==> config.mk <==
export PLATFORM = sky130hd
export DESIGN_NAME = i2c_master_rd
export DESIGN_NICKNAME = d
export VERILOG_FILES = /design/src/rtl/i2c_master_rd.sv
export SDC_FILE = /design/constraint.sdc
export NUM_CORES = 1
export LEC_CHECK = 0
export ABC_AREA = 1
export CAP_MARGIN = 30
export CORE_UTILIZATION = 40
export DETAILED_ROUTE_END_ITERATION = 7
export PLACE_DENSITY = 0.64
export SYNTH_ARGS = -nofsm -noshare
export SYNTH_HDL_FRONTEND = slang
export SYNTH_SLANG_ARGS = --single-unit
==> constraint.sdc <==
create_clock -name in_clk -period 5.85 [get_ports in_clk]
set_input_delay 1.17 -clock in_clk [delete_from_list [all_inputs] [get_ports in_clk]]
set_output_delay 1.17 -clock in_clk [all_outputs]
set_load 0.05 [all_outputs]
==> src/rtl/i2c_master_rd.sv <==
// I2C master for EEPROM-style random reads: addr+W, 16-bit address, Sr, addr+R, N bytes.
// Define I2C_CLK_STRETCH_EN to let a slave stretch SCL during the high phase.
module i2c_master_rd #(
   parameter int QUARTER_CYCLES = 250,
   parameter int MEM_ADDR_WIDTH = 16
) (
   input  logic                      in_clk,
   input  logic                      in_rst,
   input  logic                      in_start,
   input  logic [6:0]                in_dev_addr,
   input  logic [MEM_ADDR_WIDTH-1:0] in_mem_addr,
   input  logic [7:0]                in_rd_len,
   input  logic                      in_scl,
   input  logic                      in_sda,
   output logic                      out_scl_oe,
   output logic                      out_sda_oe,
   output logic [7:0]                out_data,
   output logic                      out_data_valid,
   output logic                      out_busy,
   output logic                      out_done,
   output logic                      out_err
);

   localparam logic [3:0] IDLE    = 4'd0;
   localparam logic [3:0] START   = 4'd1;
   localparam logic [3:0] ADDR_W  = 4'd2;
   localparam logic [3:0] ACK_AW  = 4'd3;
   localparam logic [3:0] MEM_HI  = 4'd4;
   localparam logic [3:0] ACK_HI  = 4'd5;
   localparam logic [3:0] MEM_LO  = 4'd6;
   localparam logic [3:0] ACK_LO  = 4'd7;
   localparam logic [3:0] RESTART = 4'd8;
   localparam logic [3:0] ADDR_R  = 4'd9;
   localparam logic [3:0] ACK_AR  = 4'd10;
   localparam logic [3:0] READ    = 4'd11;
   localparam logic [3:0] MACK    = 4'd12;
   localparam logic [3:0] STOP    = 4'd13;

   localparam int QW = $clog2(QUARTER_CYCLES);
   localparam logic [QW-1:0] Q_LAST = QW'(QUARTER_CYCLES - 1);

   logic [3:0]                state, state_n;
   logic [QW-1:0]             qcnt, qcnt_n;
   logic [4:0]                step, step_n, step_last;
   logic [6:0]                dev;
   logic [MEM_ADDR_WIDTH-1:0] maddr;
   logic [15:0]               addr16;
   logic [7:0]                cnt, cnt_n;
   logic [7:0]                shreg, shreg_n;
   logic [7:0]                tx, data_n;
   logic                      hold, qtick, last, accept;
   logic                      err_n, busy_n, done_n, valid_n;
   logic                      scl_n, sda_n;

`ifdef I2C_CLK_STRETCH_EN
   assign hold = !out_scl_oe && !in_scl;
`else
   logic unused_scl;
   assign unused_scl = in_scl;
   assign hold = 1'b0;
`endif

   assign qtick  = (qcnt == Q_LAST) && !hold;
   assign accept = (state == IDLE) && in_start && !out_done;
   assign addr16 = 16'(maddr);
   assign last   = qtick && (step == step_last);

   // step = {bit, quarter}; each state ends on its own last quarter
   always_comb begin
      unique case (state)
         START:   step_last = 5'd3;
         RESTART: step_last = 5'd5;
         STOP:    step_last = 5'd2;
         ADDR_W, MEM_HI, MEM_LO, ADDR_R, READ:
                  step_last = 5'd31;
         default: step_last = 5'd3;
      endcase
   end

   always_comb begin
      state_n = state;
      cnt_n   = cnt;
      shreg_n = shreg;
      data_n  = out_data;
      valid_n = 1'b0;
      done_n  = 1'b0;
      err_n   = out_err;
      busy_n  = out_busy;
      if (hold)
         qcnt_n = qcnt;
      else if (qcnt == Q_LAST)
         qcnt_n = '0;
      else
         qcnt_n = qcnt + QW'(1);
      step_n = qtick ? step + 5'd1 : step;
      if (qtick && step[1:0] == 2'd2)
         shreg_n = {shreg[6:0], in_sda};
      unique case (state)
         IDLE: if (accept) begin
            state_n = START;
            busy_n  = 1'b1;
            err_n   = 1'b0;
            cnt_n   = in_rd_len;
         end
         START:  if (last) state_n = ADDR_W;
         ADDR_W: if (last) state_n = ACK_AW;
         ACK_AW: if (last) begin
            state_n = shreg[0] ? STOP : MEM_HI;
            err_n   = out_err | shreg[0];
         end
         MEM_HI: if (last) state_n = ACK_HI;
         ACK_HI: if (last) begin
            state_n = shreg[0] ? STOP : MEM_LO;
            err_n   = out_err | shreg[0];
         end
         MEM_LO: if (last) state_n = ACK_LO;
         ACK_LO: if (last) begin
            state_n = shreg[0] ? STOP : RESTART;
            err_n   = out_err | shreg[0];
         end
         RESTART: if (last) state_n = ADDR_R;
         ADDR_R:  if (last) state_n = ACK_AR;
         ACK_AR: if (last) begin
            state_n = shreg[0] ? STOP : READ;
            err_n   = out_err | shreg[0];
         end
         READ: if (last) begin
            state_n = MACK;
            data_n  = shreg;
            valid_n = 1'b1;
            cnt_n   = cnt - 8'd1;
         end
         MACK: if (last) state_n = (cnt == 8'd0) ? STOP : READ;
         STOP: if (last) begin
            state_n = IDLE;
            done_n  = 1'b1;
            busy_n  = 1'b0;
         end
         default: state_n = IDLE;
      endcase
      if (state_n != state || state == IDLE) begin
         qcnt_n = '0;
         step_n = '0;
      end
   end

   always_comb begin
      unique case (state_n)
         ADDR_W:  tx = {dev, 1'b0};
         MEM_HI:  tx = addr16[15:8];
         MEM_LO:  tx = addr16[7:0];
         default: tx = {dev, 1'b1};
      endcase
   end

   // line levels derived from next state so the oe pins are plain flops
   always_comb begin
      scl_n = ~step_n[1];
      sda_n = 1'b0;
      unique case (state_n)
         IDLE:  scl_n = 1'b0;
         START: begin
            scl_n = 1'b0;
            sda_n = step_n[1];
         end
         RESTART: begin
            scl_n = (step_n == 5'd0);
            sda_n = (step_n >= 5'd4);
         end
         STOP: begin
            scl_n = (step_n == 5'd0);
            sda_n = (step_n != 5'd2);
         end
         ADDR_W, MEM_HI, MEM_LO, ADDR_R:
            sda_n = ~tx[3'd7 - step_n[4:2]];
         MACK:  sda_n = (cnt_n != 8'd0);
         default: ;
      endcase
   end

   always_ff @(posedge in_clk) begin
      if (in_rst) begin
         state          <= IDLE;
         qcnt           <= '0;
         step           <= '0;
         cnt            <= '0;
         shreg          <= '0;
         dev            <= '0;
         maddr          <= '0;
         out_scl_oe     <= 1'b0;
         out_sda_oe     <= 1'b0;
         out_data       <= '0;
         out_data_valid <= 1'b0;
         out_busy       <= 1'b0;
         out_done       <= 1'b0;
         out_err        <= 1'b0;
      end else begin
         state          <= state_n;
         qcnt           <= qcnt_n;
         step           <= step_n;
         cnt            <= cnt_n;
         shreg          <= shreg_n;
         if (accept) begin
            dev   <= in_dev_addr;
            maddr <= in_mem_addr;
         end
         out_scl_oe     <= scl_n;
         out_sda_oe     <= sda_n;
         out_data       <= data_n;
         out_data_valid <= valid_n;
         out_busy       <= busy_n;
         out_done       <= done_n;
         out_err        <= err_n;
      end
   end

endmodule

==> results of run 1 <==
-- synthesized netlist by cell type (all sizes together) (4+ instances only) --
| cell type | instances |
|---|---|
| ha | 5 |
| xor2 | 11 |
| nor2 | 131 |
| nor3 | 9 |
| nand4 | 4 |
| clkbuf | 12 |
| dfxtp | 74 |
| a21oi | 18 |
| nand2 | 118 |
| inv | 62 |
| o21ai | 44 |
| nand3 | 60 |
-- cell type report --
type,count,area [sq um],share of cell area (%)
Inverter,65,246,5.16
Clock buffer,9,124,2.59
Clock inverter,6,90.1,1.89
Multi-Input combinational cell,424,2180,45.6
Sequential cell,74,1480,31.0
Tap cell,129,161,3.38
Timing Repair Buffer,50,495,10.4
-- worst max-delay path by stage --
stage	startpoint	end	slack, ns	depth (start not counted)
3_3_place_gp	in_start	out_sda_oe	1.87	11
5_1_grt	in_start	out_sda_oe	2.00	13
4_1_cts	in_start	out_sda_oe	2.25	13
2_1_floorplan	in_start	out_sda_oe	3.08	13
3_5_place_dp	in_start	out_sda_oe	1.86	13
6_report	in_start	out_sda_oe	2.26	13
-- worst max-delay path: stages --
cell	delay (ns)
clkdlybuf4s50_1	0.45
inv_1	0.03
nor2_1	0.20
nand2_2	0.34
inv_1	0.83
nand2_1	0.13
o41ai_1	0.11
a21oi_1	0.10
nand4_1	0.13
o21ai_1	0.11
nand3_1	0.09
nor2_1	0.05
a21oi_2	0.13
-- stage by stage --
stage	hold slack, ns	utilization (%)	std cells	area, sq um
final	0.472	50.8	757	4780
after detailed placement	0.456	48.5	742	4560
after global placement	0.447	48.5	742	4560
after floorplan	0.434	-	577	3970
after global routing	0.499	50.8	757	4780
after CTS	0.469	50.8	757	4780
-- kinds of logic (layout without fill, tap and decap cells) --
family                     after synthesis  after routing
AOI/OAI and AO/OA                       79             79
adders and majority gates                5              5
DFF                                     74             74
and+or+nand+nor                        326            326
xor gates and xnor gates                14             14
buffers and inverters                   79            130
-- sequential cells by signal (all words and copies together) (netlist names) --
name            flops
shreg               8
out_scl_oe          1
out_done            1
out_sda_oe          1
out_busy            1
step                5
step_last           4
dev                 7
addr16             16
qcnt                8
out_err             1
state               4
out_data            8
cnt                 8
out_data_valid      1
-- metal layers --
| metal | up-vias | global-route usage [%] | share of wire (%) |
|---|---|---|---|
| met5 | - | 0 | 0 |
| met4 | 0 | 8.25 | 1.8 |
| met3 | 13 | 3.45 | 5.3 |
| met2 | 104 | 32.6 | 44 |
| met1 | 1688 | 27.6 | 49 |
| li1 | 1957 | - | - |
-- power breakdown --
part	leakage (uW)	switching (uW)	internal, uW
Clock	0.000106	201	239
Combinational	0.00140	79.2	56.6
Sequential	0.000603	12.2	526
Total	0.00211	293	821
==> summary.txt, run 1 <==
Finish
  – Layout cells sized above 1: 10.4%
  – N_diodes: 0
  – Layout area overhead: 20.4%
  – Filler Cell Count: 971
  – Commonest non-fill, non-tap cells in the layout: nor2_1, nand2_1, dfxtp_1, nand3_1, inv_1
  – Fin nets: 665
  – Commonest non-fill, non-tap cell in the layout: nor2_1

CTS
  – Worst-path clk slew: 0.08 ns
  – CTS Hold Bufs: 0
  – Inserted Clock Buffers: 9
  – H-tree depth: 3
  – Postcts setup bufs: 0
  – CTS tree: built
  – PostCTS Resize Cnt: 0
  – Worst-Skew Late Latency: 0.36 ns
  – CTS sink cnt: 74
  – Root buf cell: clkbuf_8
  – Clock buffer depth: 2

STA
  – Final Cycle Share: 61.4%
  – Max Slew Vio Count: 0
  – Setup TNS: 0 ns
  – Final Critical Period: 3.59 ns
  – Clock Skew: 0.0142 ns
  – Tightest Pin Transition: 0.959 ns
  – Fmax: 278 MHz
  – Worst rel slew slack: 36.0%
  – Setup ws final: 2.26 ns
  – Unrepaired setup endpoints after global routing: false
  – Final hold viol count: 0
  – Setup-violating endpoint count in the final report: 0

Setup path
  – Reg-to-reg critical path startpoint: state[1]
  – Flop-to-flop setup slack: 2.60 ns
  – CP arrival: 3.88 ns
  – Worst reg-to-reg path cell count: 13
  – Worst-path fanout max: 30
  – Critical Path RT: 6.14 ns
  – Crit Path Class: input port to flip-flop
  – Critical path capture point type: flip-flop
  – Crit start category: input port
  – Reg-to-reg endpoint: out_sda_oe

Synthesis
  – Prevailing post-synth register cell: dfxtp_1
  – Asr flop ratio synth: 0%
  – FF+latch count, synth: 74
  – Post-synth EDFFs: 0
  – Compound-Gate Fraction of Synth Area: 11.7%
  – Post-synthesis xor/xnor area fraction: 3.09%
  – Sequential area share after synthesis: 37.3%
  – Cell accounting for the most synthesized area: dfxtp_1
  – Cell variety after synth: 45
  – Synth Area in Simple Gates: 38.5%
  – Cells after Synth: 577
  – Ys Warns: 0
  – Mapped cell area: 0.00397 sq mm
  – Post-synth net total: 618
  – Main combinational cell family by area after synthesis: simple AND/OR/NAND/NOR gates
  – Multiplexer share of the synthesized area: 0%
  – Largest cells by area after synthesis: dfxtp_1, nor2_1, nand2_1, nand3_1, o21ai_0
  – Syn_area_per_cell: 6.88 sq um
  – Yosys top cell area share: 37.3%
  – Post-Synth Adder-Cell Area: 1.58%

Die
  – I/O pin count: 50
  – # rows: 35
  – Die height: 102 microns
  – Die width: 102 microns
  – Die Area: 0.0103 sq mm
  – Initial Util: 42.2%
  – Core area: 0.00942 sq mm

Pwr
  – Leakage: 0.00211 uW
  – Design Power: 1110 uW
  – IR drop worst, VDD: 0.107 mV
  – Pwr/cell area: 233 mW/mm^2

Route
  – Via count: 3762
  – DRC: 0
  – ANT nets after route: 0
  – Vias per cell: 4.97
  – First-pass iteration count of the detailed router: 5
  – Drt initial violations: 213
  – WL per Instance: 12.7 microns
  – Final WL: 9630 microns

Run status
  – Status: finished, final reports clean

Min path
  – Hold endpoint: shreg[7]
  – Hold depth: 2
  – Min-Delay Path Class: flip-flop to flip-flop
  – Hold path start: shreg[7]

Placement
  – PortBufs: 48
  – Gp weighted congestion: 1.00
  – DP Wirelength: 7250 microns
  – Post-Place Setup Slack: 1.86 ns

Global routing
  – Largest net degree at the start of global routing: 31
  – Total gr overflow: 0
  – Vias in the first global route: 3585
  – First-pass GRT wire length: 16400 microns
  – Initial antenna violation count: 0
  – GRT Overall Usage: 20.5%

Flow run
  – Max-cap viol count: 0
No activity file was read; power rests on OpenSTA's default activity.
==> run 2: changes to the inputs <==
- PLACE_DENSITY: 0.64 -> 0.66
- clock period: 5.85 -> 3.25 ns (I/O delays scaled with it)
==> run 2 against run 1 <==
  * Routed wire length hardly changed
  * Sequential power rose by 80%
  * Critical path depth increased by 4
  * Cell count up 0.66%
  * Via count rose by 0.96%
  * Critical path type is now flip-flop to flip-flop
  * Sequential cell count did not move
  * Worst setup slack lost 2.0 ns
  * Register-to-register slack lost 2.3 ns
  * Hold slack got worse by 0.0015 ns
  * First-iteration DRC count fell by 12%
  * Global-route usage down 0.48 points
  * Power up 83%
  * Largest power group unchanged
==> summary.txt, run 2 (synthesis gave the netlist of run 1 again) <==
Min path
  – Min-Delay Path Class: flip-flop to flip-flop

STA
  – Worst rel slew slack: 64.7% (+29 points)
  – Unrepaired setup endpoints after global routing: false
  – Final Critical Period: 2.98 ns
  – Fmax: 336 MHz
  – Final Cycle Share: 91.6%
  – Worst hold slack: 0.471 ns (-0.00154 ns)
  – Setup-violating endpoint count in the final report: 0 (unchanged)
  – Max Slew Vio Count: 0 (unchanged)
  – Final hold viol count: 0 (unchanged)
  – Tightest Pin Transition: 0.527 ns (-0.431 ns)
  – Clock Skew: 0.0124 ns (-0.00180 ns)
  – Setup TNS: 0 ns (unchanged)

Global routing
  – GRT Overall Usage: 20.0% (-0.48 points)
  – Vias in the first global route: 3561 (-0.67%)
  – Initial antenna violation count: 0 (unchanged)
  – Total gr overflow: 0 (unchanged)
  – First-pass GRT wire length: 16300 microns (-0.68%)
  – Largest net degree at the start of global routing: 26 (-16%)

Finish
  – Commonest non-fill, non-tap cell in the layout: nor2_1
  – N_diodes: 0 (unchanged)
  – Seq. cell area: 0.00148 sq mm (unchanged)
  – Final Non-Filler Cells: 762 (+0.66%)
  – Max reg flops: 16 (unchanged)
  – Layout cells sized above 1: 11.1% (+0.71 points)
  – Post-route cell area: 0.00484 sq mm (+1.2%)
  – Layout area overhead: 21.9%
  – Area of the multi-input gates: 0.00219 sq mm (+0.69%)
  – Commonest non-fill, non-tap cells in the layout: nor2_1, nand2_1, dfxtp_1, nand3_1, inv_1
  – Filler Cell Count: 938 (-3.4%)
  – Fin nets: 669 (+0.60%)

Pwr
  – Gate power share: 12.4% (+0.2 points)
  – Switching share of power: 25.9% (-0.32 points)
  – Clk pwr share: 40.0% (+0.5 points)
  – IR drop worst, VDD: 0.214 mV (+100%)
  – Share of power burned in registers: 47.7% (-0.6 points)
  – Pwr/cell area: 420 mW/mm^2 (+80%)
  – Switch Pwr: 527 uW (+80%)
  – Int Power: 1510 uW (+83%)
  – Leakage: 0.00214 uW (+1.3%)

CTS
  – Inserted Clock Buffers: 9 (unchanged)
  – CTS tree: built
  – H-tree depth: 3 (unchanged)
  – CTS sink cnt: 74 (unchanged)
  – Worst-path clk slew: 0.08 ns (about the same)
  – Root buf cell: clkbuf_8
  – Clock buffer depth: 2 (unchanged)
  – Worst-Skew Late Latency: 0.34 ns (-0.02 ns)

Die
  – I/O pin count: 50 (unchanged)
  – Die height: 102 microns (unchanged)
  – Core area: 0.00942 sq mm (unchanged)
  – Initial Util: 42.2% (unchanged)
  – Die width: 102 microns (unchanged)
  – # rows: 35 (unchanged)
  – Die Area: 0.0103 sq mm (unchanged)

Setup path
  – Critical path capture point type: flip-flop
  – Critical Path Most Common Cell: nand2_1
  – Critical path, cell by cell: ha_1 -> nand2_1 -> nor2_1 -> nand2_4 -> nor2_1 -> nand2_1 -> nor2_4 -> nor3b_2 -> a21oi_2 -> nand2_2 -> nand3_1 -> nand3_1 -> nand2_1 -> nand2_1 -> nand3_2 -> nand3_2 -> a21oi_2
  – Crit. Startpoint: qcnt[0]
  – Crit start category: flip-flop
  – Critical Path RT: 3.53 ns (-2.61 ns)
  – Reg-to-reg critical path startpoint: qcnt[0]
  – Flop-to-flop setup slack: 0.27 ns (-2.33 ns)
  – Worst reg-to-reg path cell count: 17 (+4)
  – Reg-to-reg endpoint: out_sda_oe
  – Critical path's largest stage delay: 0.42 ns (-0.41 ns)
  – Slowest CP cell: a21oi_2
  – Worst-path fanout max: 9 (-70%)
  – Worst setup path endpoint: out_sda_oe
  – CP arrival: 3.25 ns (-0.63 ns)
  – Crit Path Class: flip-flop to flip-flop

Route
  – Via count: 3798 (+0.96%)
  – Drt initial violations: 188 (-12%)
  – First-pass iteration count of the detailed router: 5 (unchanged)
  – ANT nets after route: 0 (unchanged)
  – DRC: 0 (unchanged)
  – WL per Instance: 12.6 microns (-0.72%)
  – Final WL: 9620 microns (about the same)
  – Vias per cell: 4.98 (+0.29%)

Placement
  – Gp weighted congestion: 0.881 (-12%)
  – Cells after DPL: 746 (+0.54%)
  – PortBufs: 48 (unchanged)
  – Placed Area: 0.00459 sq mm (+0.66%)
  – DP Wirelength: 7220 microns (-0.43%)

Flow run
  – Max-cap viol count: 0 (unchanged)

Run status
  – Status: finished, final reports clean
==> run 2: cell count changes in the layout (fill, tap and decap cells not counted) <==
cell,change
buf_4,+4
inv_6,-1
nand3_2,-1
nand3_4,+1
o21ai_2,-1
clkinv_4,+1
o21ai_4,+1
clkbuf_8,+1
==> run 2: repair_timing <==
| action | in CTS | in global routing |
|---|---|---|
| buffers inserted | 0 | 0 |
| setup endpoints to repair | 0 | 2 |
| hold buffers | 0 | 0 |
| gates resized for setup | 0 | 2 |
==> run 2: worst min path at each step <==
stage	end	slack (ns)	cells after the start	start
after floorplan	qcnt[0]	0.43	1	qcnt[0]
after global placement	qcnt[0]	0.44	1	qcnt[0]
after detailed placement	shreg[7]	0.46	2	shreg[7]
after CTS	shreg[7]	0.48	2	shreg[7]
after global routing	qcnt[0]	0.50	1	qcnt[0]
final	shreg[7]	0.47	2	shreg[7]
==> run 2: routing by layer <==
metal  wire length (microns)  vias to the layer above  GRT usage, %
li1                        -                     1962             -
met5                       0                        -             0
met1                    4610                     1722          26.2
met2                    4490                       98          33.0
met3                     359                       16          3.38
met4                     169                        0          7.69
==> run 2: through the flow <==
stage / total power [uW] / util [%] / worst slack, ns
after floorplan: 1150 / - / 0.833
after global placement: 1240 / 48.8 / 0.248
after detailed placement: 1240 / 48.8 / 0.207
after CTS: 2050 / 51.2 / 0.227
after global routing: 2120 / 51.4 / 0.0108
final: 2030 / 51.4 / 0.273
==> run 2: critical path, delay by kind of cell, from the launching register on <==
family / cells / cell delay (ns)
adder cells (fa/ha/maj): 1 / 0.17
AND/OR/NAND/NOR: 14 / 1.80
AO/OA/AOI/OAI: 2 / 0.53
flip-flops: 1 / 0.39
==> run 2: power groups by stage <==
stage / registers (uW) / clock network (uW) / logic (uW)
floorplan: 988 / 0 / 160
global placement: 990 / 0 / 245
detailed placement: 991 / 0 / 251
CTS: 970 / 824 / 253
global route: 975 / 861 / 283
finish: 970 / 813 / 252
==> run 2: final cells by class <==
cell class,instances,share of cell area [%]
clock inverter,6,1.86
timing repair buffer,54,10.9
sequential,74,30.6
inverter,65,5.10
tap,129,3.34
multi-input combinational,424,45.4
clock buffer,10,2.85
==> run 3: changes to the inputs <==
- CTS_CLUSTER_SIZE: not set -> 40
==> results of run 3 <==
Final layout, timing and power as in run 2 (identical DEF).
